<file path="config.mk">
export PLATFORM = sky130hd
export DESIGN_NAME = pixel_stream_proc_flat
export DESIGN_NICKNAME = d
export VERILOG_FILES = /design/src/rtl/pixel_stream_proc_if.sv /design/src/rtl/pixel_stream_proc.sv /design/src/flat_wrapper.sv
export SDC_FILE = /design/constraint.sdc
export NUM_CORES = 1
export LEC_CHECK = 0
export BUFFER_PORTS_ARGS = -buffer_cell sky130_fd_sc_hd__buf_2
export CELL_PAD_IN_SITES_DETAIL_PLACEMENT = 1
export CELL_PAD_IN_SITES_GLOBAL_PLACEMENT = 1
export CORE_ASPECT_RATIO = 0.9
export CORE_MARGIN = 1.5
export CORE_UTILIZATION = 39
export DETAILED_ROUTE_END_ITERATION = 10
export PLACE_DENSITY_LB_ADDON = 0.12
export SLEW_MARGIN = 20
export SYNTH_ARGS = -nofsm -noshare
export SYNTH_HDL_FRONTEND = slang
export SYNTH_SLANG_ARGS = --single-unit
</file>
<file path="constraint.sdc">
create_clock -name clk -period 1.9 [get_ports clk]
set_input_delay 0.19 -clock clk [delete_from_list [all_inputs] [get_ports clk]]
set_output_delay 0.19 -clock clk [all_outputs]
set_load 0.05 [all_outputs]
</file>
<file path="src/rtl/pixel_stream_proc_if.sv">
// RX/TX FIFO handshake bundle between the pixel processor and the uart FIFOs.
// master = processor side, slave = FIFO side.
interface pixel_stream_proc_if #(
  parameter int DATA_W = 8
);
  logic              rx_empty;
  logic [DATA_W-1:0] r_data;
  logic              rd_uart;
  logic              tx_full;
  logic [DATA_W-1:0] w_data;
  logic              wr_uart;

  modport master (
    input  rx_empty, r_data, tx_full,
    output rd_uart, w_data, wr_uart
  );

  modport slave (
    output rx_empty, r_data, tx_full,
    input  rd_uart, w_data, wr_uart
  );
endinterface

</file>
<file path="src/rtl/pixel_stream_proc.sv">
// Byte-stream point-operation pixel processor: pops RX FIFO, applies PASS/ADD/INV/THR,
// pushes the result to the TX FIFO; free-running or one pixel per step tick.
//
// state    | meaning
// ---------+-------------------------------------------------------------
// ST_IDLE  | waiting for a pixel (and a pending step in step mode); pops it
// ST_PROC  | applies the selected point operation to the captured pixel
// ST_WRITE | offers the result to the TX FIFO until it is accepted
module pixel_stream_proc #(
  parameter int DATA_W   = 8,
  parameter int OFFSET   = 50,
  parameter int THRESH   = 128,
  parameter bit SATURATE = 1'b1,
  parameter int CNT_W    = 16
) (
  input  logic                 clk,
  input  logic                 reset,
  input  logic [1:0]           mode,
  input  logic                 step_mode,
  input  logic                 step_tick,
  pixel_stream_proc_if.master  bus,
  output logic [DATA_W-1:0]    last_in,
  output logic [CNT_W-1:0]     byte_count,
  output logic                 busy
);

  typedef enum logic [1:0] {
    ST_IDLE  = 2'd0,
    ST_PROC  = 2'd1,
    ST_WRITE = 2'd2
  } state_t;

  localparam logic [DATA_W:0]  OFFSET_X = (DATA_W+1)'(OFFSET);
  localparam logic [DATA_W:0]  THRESH_X = (DATA_W+1)'(THRESH);
  localparam logic [CNT_W-1:0] CNT_ONE  = CNT_W'(1);

  state_t            state_q, state_d;
  logic [DATA_W-1:0] in_q, in_d;
  logic [DATA_W-1:0] out_q, out_d;
  logic [DATA_W-1:0] last_in_q, last_in_d;
  logic [CNT_W-1:0]  cnt_q, cnt_d;
  logic              step_pending_q, step_pending_d;

  logic              go;
  logic              pop;
  logic              push;
  logic [DATA_W:0]   sum;
  logic [DATA_W-1:0] op_result;

  always_comb begin
    sum       = {1'b0, in_q} + OFFSET_X;
    op_result = in_q;
    case (mode)
      2'b00: op_result = in_q;
      2'b01: begin
        if (SATURATE && sum[DATA_W]) op_result = '1;
        else                         op_result = sum[DATA_W-1:0];
      end
      2'b10: op_result = ~in_q;
      2'b11: op_result = ({1'b0, in_q} >= THRESH_X) ? '1 : '0;
      default: op_result = in_q;
    endcase
  end

  // reset gates go so no pop is issued to the FIFO while held in reset
  always_comb begin
    state_d   = state_q;
    in_d      = in_q;
    out_d     = out_q;
    last_in_d = last_in_q;
    cnt_d     = cnt_q;
    pop       = 1'b0;
    push      = 1'b0;
    go        = reset && !bus.rx_empty && (!step_mode || step_pending_q);

    case (state_q)
      ST_IDLE: begin
        if (go) begin
          pop       = 1'b1;
          in_d      = bus.r_data;
          last_in_d = bus.r_data;
          state_d   = ST_PROC;
        end
      end
      ST_PROC: begin
        out_d   = op_result;
        state_d = ST_WRITE;
      end
      ST_WRITE: begin
        if (!bus.tx_full) begin
          push    = 1'b1;
          cnt_d   = cnt_q + CNT_ONE;
          state_d = ST_IDLE;
        end
      end
      default: state_d = ST_IDLE;
    endcase

    // a tick landing on the consuming pop survives as the next pending step
    step_pending_d = (step_pending_q && !(pop && step_mode)) || step_tick;
  end

  always_ff @(posedge clk or negedge reset) begin
    if (!reset) begin
      state_q        <= ST_IDLE;
      in_q           <= '0;
      out_q          <= '0;
      last_in_q      <= '0;
      cnt_q          <= '0;
      step_pending_q <= 1'b0;
    end else begin
      state_q        <= state_d;
      in_q           <= in_d;
      out_q          <= out_d;
      last_in_q      <= last_in_d;
      cnt_q          <= cnt_d;
      step_pending_q <= step_pending_d;
    end
  end

  assign bus.rd_uart = pop;
  assign bus.wr_uart = push;
  assign bus.w_data  = out_q;
  assign last_in     = last_in_q;
  assign byte_count  = cnt_q;
  assign busy        = (state_q != ST_IDLE);

  a_no_rd_wr_overlap: assert property (@(posedge clk) disable iff (!reset)
    !(bus.rd_uart && bus.wr_uart));

endmodule
</file>
<file path="src/flat_wrapper.sv">
// flat-port wrapper written by rule: the top's interface ports become plain ports
module pixel_stream_proc_flat 
#(
  parameter int DATA_W   = 8,
  parameter int OFFSET   = 50,
  parameter int THRESH   = 128,
  parameter bit SATURATE = 1'b1,
  parameter int CNT_W    = 16
)
  (clk, reset, mode, step_mode, step_tick, last_in, byte_count, busy, bus_rx_empty, bus_r_data, bus_tx_full, bus_rd_uart, bus_w_data, bus_wr_uart);
  pixel_stream_proc_if #(.DATA_W(DATA_W)) bus_i ();
  input  logic clk;
  input  logic reset;
  input  logic [1:0] mode;
  input  logic step_mode;
  input  logic step_tick;
  output logic [DATA_W-1:0] last_in;
  output logic [CNT_W-1:0] byte_count;
  output logic busy;
  input wire logic [$bits(bus_i.rx_empty)-1:0] bus_rx_empty;
  input wire logic [$bits(bus_i.r_data)-1:0] bus_r_data;
  input wire logic [$bits(bus_i.tx_full)-1:0] bus_tx_full;
  output wire logic [$bits(bus_i.rd_uart)-1:0] bus_rd_uart;
  output wire logic [$bits(bus_i.w_data)-1:0] bus_w_data;
  output wire logic [$bits(bus_i.wr_uart)-1:0] bus_wr_uart;
  assign bus_i.rx_empty = bus_rx_empty;
  assign bus_i.r_data = bus_r_data;
  assign bus_i.tx_full = bus_tx_full;
  assign bus_rd_uart = bus_i.rd_uart;
  assign bus_w_data = bus_i.w_data;
  assign bus_wr_uart = bus_i.wr_uart;
  pixel_stream_proc #(.DATA_W(DATA_W), .OFFSET(OFFSET), .THRESH(THRESH), .SATURATE(SATURATE), .CNT_W(CNT_W)) u_core (.clk(clk), .reset(reset), .mode(mode), .step_mode(step_mode), .step_tick(step_tick), .bus(bus_i), .last_in(last_in), .byte_count(byte_count), .busy(busy));
endmodule
</file>
# Yosys cells after proc, flatten, opt, wreduce, memory -nomap -nowiden
# Cells that the tools add are included.
[op_classes]
addsub = 2
magnitude_cmp = 1
eq_ne = 7
mux = 10
n_bitwise = 2
reduce_logical = 15
[op_table]
columns = ["cell", "count"]
rows = [
  ["$pmux 8 s4", 1],
  ["$add 16x1->16 const B", 1],
  ["$mux 8", 2],
  ["$add 8x6->9 const B", 1],
  ["$ge 8x8->1 const B", 1],
  ["$not 8->8", 1],
  ["$eq 2x2->1 const B", 3],
  ["$pmux 2 s3", 1],
  ["$reduce_and 2->1", 3],
  ["$eq 2x1->1 const B", 2],
  ["$logic_and 1x1->1", 4],
  ["$logic_not 2->1", 2],
  ["$mux 1", 4],
  ["$mux 2", 2],
  ["$logic_not 1->1", 3],
  ["$logic_or 1x1->1", 2],
  ["$ne 2x1->1 const B", 1],
  ["$ne 2x2->1 const B", 1],
  ["$reduce_bool 2->1", 1],
  ["$not 1->1", 1],
]
[word_totals]
reg_bits = 35
input_bits = 16

# Logic depth before layout (Yosys ltp)
# Gate-level depths: netlist (run 1).
[depth]
depth_word = 9
mapped_depth = 6

# Worst setup path after synthesis (run 1)
# Ideal clock, no wire load.
[synth_timing]
path_type = "reg2reg"
from = "register u_core.in_q[1]"
to = "register u_core.out_q[7] (netlist: u_core.bus.w_data[7])"
setup_ps = 77
arrival_time_ps = 1790
path_slack_ps = 32
stages_incl_launch_ff = 6
cell_sequence = "dfrtp_1 ha_1 a211oi_1 nor3_1 or3b_2 a21oi_1"
[synth_between]
elab_chain_len = 3
word_cells_on_any_way = 5
cone_classes = "add/sub: 1; order compare: 1; mux: 3"
[synth_lines]
columns = ["item", "line", "source"]
rows = [
  ["start: declaration", "pixel_stream_proc.sv:38", "logic [DATA_W-1:0] in_q, in_d;"],
  ["start signal: assignment", "pixel_stream_proc.sv:113", "in_q <= in_d;"],
  ["$add 8x6->9 / $ge 8x8->1 (equally long branches)", "pixel_stream_proc.sv:51, pixel_stream_proc.sv:60", ""],
  ["$mux 8, on equally long branches", "pixel_stream_proc.sv:56, pixel_stream_proc.sv:60", ""],
  ["$pmux 8 s4 (*)", "pixel_stream_proc.sv:53", "case (mode)"],
  ["end signal: assignment", "pixel_stream_proc.sv:114", "out_q <= out_d;"],
  ["end: declaration", "pixel_stream_proc.sv:39", "logic [DATA_W-1:0] out_q, out_d;"],
]
# Mark *: on every way between the ends. The rest lies on a longest branch, timed or not.
# A chain may end at the register's enable or synchronous reset.

# Worst setup path after layout (run 1)
[layout_timing]
from = "register u_core.state_q[1]"
to = "output port bus_rd_uart"
[layout_between]
elab_chain_len = 2
[layout_lines]
columns = ["item", "line", "source"]
rows = [
  ["start: declaration", "pixel_stream_proc.sv:37", "state_t state_q, state_d;"],
  ["start signal: assignment", "pixel_stream_proc.sv:112", "state_q <= state_d;"],
  ["$logic_not 2->1", "pixel_stream_proc.sv:76", "case (state_q)"],
  ["$mux 1", "pixel_stream_proc.sv:76", ""],
  ["end: declaration", "flat_wrapper.sv:23", "output wire logic [$bits(bus_i.rd_uart)-1:0] bus_rd_uart;"],
]
# No other way between the ends.

==> flow_summary.json, run 1 <==
{
  "vias_per_cell": 5.33,
  "grt_pass1_vias": 1532,
  "synthesis.nets": 186,
  "synth-edff-count": 0,
  "max_stage_delay_ns": 0.42,
  "root_buffer": "clkbuf_8",
  "dpl.hpwl_mm": 3.39,
  "hold_class": "input pin to asynchronous set/reset pin",
  "status": "complete, no violations",
  "cap_violations": 0,
  "reg2regPathDepth": 5,
  "dr.pass1.iters": 4,
  "yosys_warnings": 0,
  "ys_ff_latch": 35,
  "relSlewSlack": 0.696,
  "synth_top_area_share": 0.500,
  "stdcell_area_mm2": 0.00217,
  "hold_buffers": 0,
  "synth.area.top_cells": "dfrtp_1 (50%), xnor2_1 (8.0%), mux2_2 (5.8%)",
  "multiInputGateArea_um2": 830,
  "portBuffers": 50,
  "fin_ws_ns": 0.120,
  "die_w_um": 73.6,
  "initial_core_util": 0.419,
  "place_area_mm2": 0.00207,
  "min_period_over_period": 0.937,
  "critPathLaunchType": "flip-flop",
  "finalMaxSlewViolations": 0,
  "htreeDepth": 2,
  "drive_gt1_frac": 0.341,
  "final-seq-area_um2": 876,
  "total_power_w": 0.00297,
  "synth.most_common_cell": "dfrtp_1",
  "fin_skew_ns": 0.00461,
  "via_count": 1491,
  "worstPathArrival_ns": 1.59,
  "cp_cell_sequence": "or2_2 -> nor3b_4 -> o21ai_4 -> inv_1 -> buf_6",
  "cp_max_fo": 6,
  "p_leak_nw": 1.01,
  "routedWlPerCell_um": 16.2,
  "final.setup.tns_ns": 0,
  "insertedDiodeCount": 0,
  "path_delay_family": "simple AND/OR/NAND/NOR gates",
  "antenna_found_initial": 0,
  "nFillCells": 469,
  "worst_pin_slew_ns": 0.456,
  "end_kind": "output pin",
  "ios": 51,
  "grt.overflow.total": 0,
  "cellPowerDensity_mw_per_mm2": 1370,
  "cts_buffer_depth": 2,
  "path_depth": 5,
  "grt_pass1_wl_mm": 7.72,
  "avgSynthCellArea_um2": 10.4,
  "synthArstFlopShare": 1.00,
  "fmax_ghz": 0.562,
  "synth.largest_area_cell": "dfrtp_1",
  "clkSinkCount": 35,
  "rows": 22,
  "path_buf_inv": 2,
  "crit_type": "flip-flop to output pin",
  "cts_tree": "done",
  "ant_nets": 0,
  "routed_wl_mm": 4.55,
  "core_mm2": 0.00418,
  "grt_max_degree": 36,
  "seq_area_frac_synth": 0.500,
  "grtUsageTotal": 0.212,
  "first_iter_violations": 75,
  "die_area_mm2": 0.00490,
  "irDropWorstVdd_v": 0.000769,
  "remaining_drc_errors": 0,
  "dieHeight_um": 66.6,
  "synthToLayoutAreaGrowth_pct": 24.0,
  "fin_crit_ns": 1.78,
  "clk_pin_slew_ns": 0.07,
  "insertion_delay_ns": 0.29,
  "pre_cts_ws_ns": 0.164,
  "syn-cell-area_mm2": 0.00175,
  "ys_types": 43,
  "fin_nets": 239,
  "setup_viol_count_final": 0,
  "slowest_stage": "dfrtp_1",
  "rsz0062_at_grt": "false",
  "synthFlopType": "dfrtp_1",
  "required_ns": 1.71,
  "gp_congestion": 0.771,
  "cts_buffers": 5,
  "syn_inst": 168,
  "utilization": 0.519,
  "hold_viol": 0,
  "synth_common_cells": "dfrtp_1 (35), xnor2_1 (16), nand2_1 (14)"
}
==> area by class of cell <==
cell class / instances / share of cell area
multi-input cells: 118 / 0.382
inverters: 6 / 0.0104
well taps: 60 / 0.0346
repair buffers: 55 / 0.137
clock buffers: 6 / 0.0334
flip-flops and latches: 35 / 0.403
==> stage by stage <==
stage | hold WS [ns] | instances
2_1_floorplan | -0.106 | 168
3_3_place_gp | 0.318 | 273
3_5_place_dp | 0.329 | 273
4_1_cts | 0.0273 | 280
5_1_grt | 0.0347 | 280
6_report | 0.0129 | 280
==> routing by layer <==
metal / global-route usage / routed length, µm / up-vias
met5: 0 / 0 / -
met2: 0.315 / 2070 / 39
met3: 0.0408 / 196 / 9
li1: - / - / 700
met1: 0.299 / 2210 / 743
met4: 0.0856 / 78 / 0
==> flip-flops by register name, indices dropped and copies added, names as in the netlist <==
register	cells
u_core.byte_count	16
u_core.bus.w_data	8
u_core.state_q	2
u_core.in_q	8
u_core.step_pending_q	1
==> cell usage in the layout, fill, tap and decap left out, drive strengths merged, types with 8 or more instances in the layout <==
cell	netlist	final
nand2	14	14
mux2	9	9
nand4	9	9
o21ai	8	8
nor2	9	9
xnor2	16	16
dfrtp	35	35
a21oi	8	8
buf	3	55
==> repair_timing <==
| item | CTS | global route |
|---|---|---|
| setup buffers | 1 | 0 |
| endpoints found under the setup margin | 2 | 2 |
| resized for setup | 4 | 2 |
| pin swaps | 0 | 1 |
==> power breakdown <==
part / internal (W) / total [W] / leakage (nW) / switching [W]
logic: 0.000386 / 0.00135 / 0.530 / 0.000967
clock network: 0.000244 / 0.000496 / 0.0371 / 0.000252
registers: 0.000920 / 0.00112 / 0.439 / 0.000198
==> path summary, 6_finish.rpt <==
kind | end | slack, ns | startpoint
min | u_core.byte_count[4]$_DFFE_PN0P_ | 0.01 | reset
max in group asynchronous | u_core.step_pending_q$_DFF_PN0_ | 1.56 | reset
max reg2reg | u_core.bus.w_data[7]$_DFFE_PN0N_ | 0.15 | u_core.in_q[2]$_DFFE_PN0N_
max | bus_rd_uart | 0.12 | u_core.state_q[1]$_DFFE_PN0P_
min in group clk | u_core.step_pending_q$_DFF_PN0_ | 0.09 | step_tick
min reg2reg | u_core.byte_count[15]$_DFFE_PN0P_ | 0.47 | u_core.byte_count[15]$_DFFE_PN0P_
==> cells by family after synthesis <==
group / after synthesis / synth area share
simple gates: 55 / 0.175
flops: 35 / 0.500
compound gates: 33 / 0.123
xor+xnor: 18 / 0.0900
buf+inv: 15 / 0.0343
mux: 9 / 0.0579
fa+ha+maj: 3 / 0.0200
Note: power is estimated with default switching activity, not from simulation.
==> inputs of run 2 (changes only) <==
CORE_UTILIZATION = 40   (was 39)
CTS_BUF_LIST = sky130_fd_sc_hd__clkbuf_4   (was unset)
==> run 2 against run 1 <==
Register-to-register slack barely moved. Sequential cell count did not move. Final cell count fell by 2.9%.
==> flow_summary.json, run 2 (synthesized netlist as in run 1, its figures left out) <==
{
  "remaining_drc_errors": 0,
  "ant_nets": 0,
  "dpl.hpwl_mm": 3.43,
  "grt.overflow.total": 0,
  "root_buffer": "clkbuf_4",
  "nFillCells": 483,
  "htreeDepth": 2,
  "rows": 22,
  "status": "complete, no violations",
  "core_mm2": 0.00413,
  "required_ns": 1.71,
  "routed_wl_mm": 4.79,
  "drive_gt1_frac": 0.357,
  "grt_max_degree": 36,
  "hold_class": "input pin to flip-flop",
  "clk_pin_slew_ns": 0.10,
  "dr.pass1.iters": 4,
  "finalMaxSlewViolations": 0,
  "final.setup.tns_ns": 0,
  "hold_viol": 0,
  "critPathLaunchType": "flip-flop",
  "ios": 51,
  "worst_pin_slew_ns": 0.450,
  "fin_skew_ns": 0.00941,
  "largest_reg_flops": 16,
  "grt_pass1_vias": 1523,
  "antenna_found_initial": 0,
  "first_iter_violations": 89,
  "vias_per_cell": 5.43,
  "fin_crit_ns": 1.81,
  "initial_core_util": 0.424,
  "insertedDiodeCount": 0,
  "setup_viol_count_final": 0,
  "grt_pass1_wl_mm": 7.76,
  "irDropWorstVdd_v": 0.000967,
  "final_cells": 272,
  "cellPowerDensity_mw_per_mm2": 1330,
  "die_w_um": 72.8,
  "p_leak_nw": 1.01,
  "cap_violations": 0,
  "rsz0062_at_grt": "false",
  "routedWlPerCell_um": 17.6,
  "dieHeight_um": 65.8,
  "cts_buffers": 5,
  "cp_max_fo": 4,
  "die_area_mm2": 0.00479,
  "placedCellCount": 260,
  "grtUsageTotal": 0.218,
  "gp_congestion": 0.801,
  "crit_type": "flip-flop to output pin",
  "end_kind": "output pin",
  "final_common_cell": "buf_2",
  "min_period_over_period": 0.953,
  "synthToLayoutAreaGrowth_pct": 23.6,
  "cts_tree": "done",
  "final_cell_mix": "buf_2 (48), dfrtp_1 (34), xnor2_1 (16)",
  "portBuffers": 50,
  "worstPathArrival_ns": 1.62,
  "clkSinkCount": 35,
  "fmax_ghz": 0.552,
  "via_count": 1476,
  "relSlewSlack": 0.700,
  "cts_buffer_depth": 2,
  "fin_nets": 241,
  "insertion_delay_ns": 0.33
}
## run 2: stage by stage
stage / util / setup slack [ns] / hold WS [ns] / area [µm²] / total power [W]
6_report: 0.525 / 0.0893 / 0.0564 / 2170 / 0.00289
2_1_floorplan: - / 0.0321 / -0.106 / 1750 / 0.00211
4_1_cts: 0.518 / 0.00140 / 0.0441 / 2140 / 0.00289
3_3_place_gp: 0.496 / 0.250 / 0.311 / 2050 / 0.00243
5_1_grt: 0.525 / 0.0152 / 0.0690 / 2170 / 0.00304
3_5_place_dp: 0.496 / 0.160 / 0.320 / 2050 / 0.00248
## run 2: timing repair
| item | 4_1_cts | 5_1_grt |
|---|---|---|
| gates cloned | 0 | 0 |
| hold buffers | 1 | 0 |
| pin swaps | 1 | 1 |
| endpoints found under the hold margin | 35 | 0 |
| resized for setup | 6 | 4 |
| buffers inserted | 1 | 2 |
| setup endpoints to repair | 2 | 3 |
## run 2: worst paths after layout
check                                                   from                                end  slack [ns]  cells past startpoint
max                            u_core.state_q[1]$_DFFE_PN0P_                        bus_rd_uart        0.09                      5
min                                                step_tick    u_core.step_pending_q$_DFF_PN0_        0.06                      2
max reg2reg                       u_core.in_q[2]$_DFFE_PN0N_   u_core.bus.w_data[7]$_DFFE_PN0N_        0.16                      5
min reg2reg                u_core.byte_count[15]$_DFFE_PN0P_  u_core.byte_count[15]$_DFFE_PN0P_        0.48                      1
max in group asynchronous                              reset      u_core.state_q[0]$_DFFE_PN0P_        1.06                      3
min in group asynchronous                              reset   u_core.bus.w_data[5]$_DFFE_PN0N_        0.49                      3
## run 2: critical path: stages, from the launching register on
cell and delay [ns]:
dfrtp_1 0.43, or2_4 0.28, nor3b_4 0.25, o21ai_4 0.10, inv_1 0.08, buf_6 0.15
## run 2: where the power goes
| part | total (W) | internal (W) | switching [W] |
|---|---|---|---|
| Clock | 0.000387 | 0.000151 | 0.000236 |
| Combinational | 0.00136 | 0.000393 | 0.000966 |
| Sequential | 0.00114 | 0.000918 | 0.000221 |
## run 2: final cells by class
| class | count | area, µm² | share of cell area |
|---|---|---|---|
| multi-input combinational | 118 | 840 | 0.388 |
| clock buffer | 6 | 45.0 | 0.0208 |
| tap | 48 | 60.1 | 0.0277 |
| clock inverter | 2 | 7.51 | 0.00347 |
| timing repair buffer | 57 | 314 | 0.145 |
| sequential | 35 | 877 | 0.405 |
| inverter | 6 | 22.5 | 0.0104 |
## run 2: per-layer routing
layer,up-vias,part of all wire,global-route usage
li1,710,-,-
met1,717,0.50,0.311
met2,43,0.44,0.321
met3,6,0.051,0.0518
met4,0,0.013,0.0825
met5,-,0,0
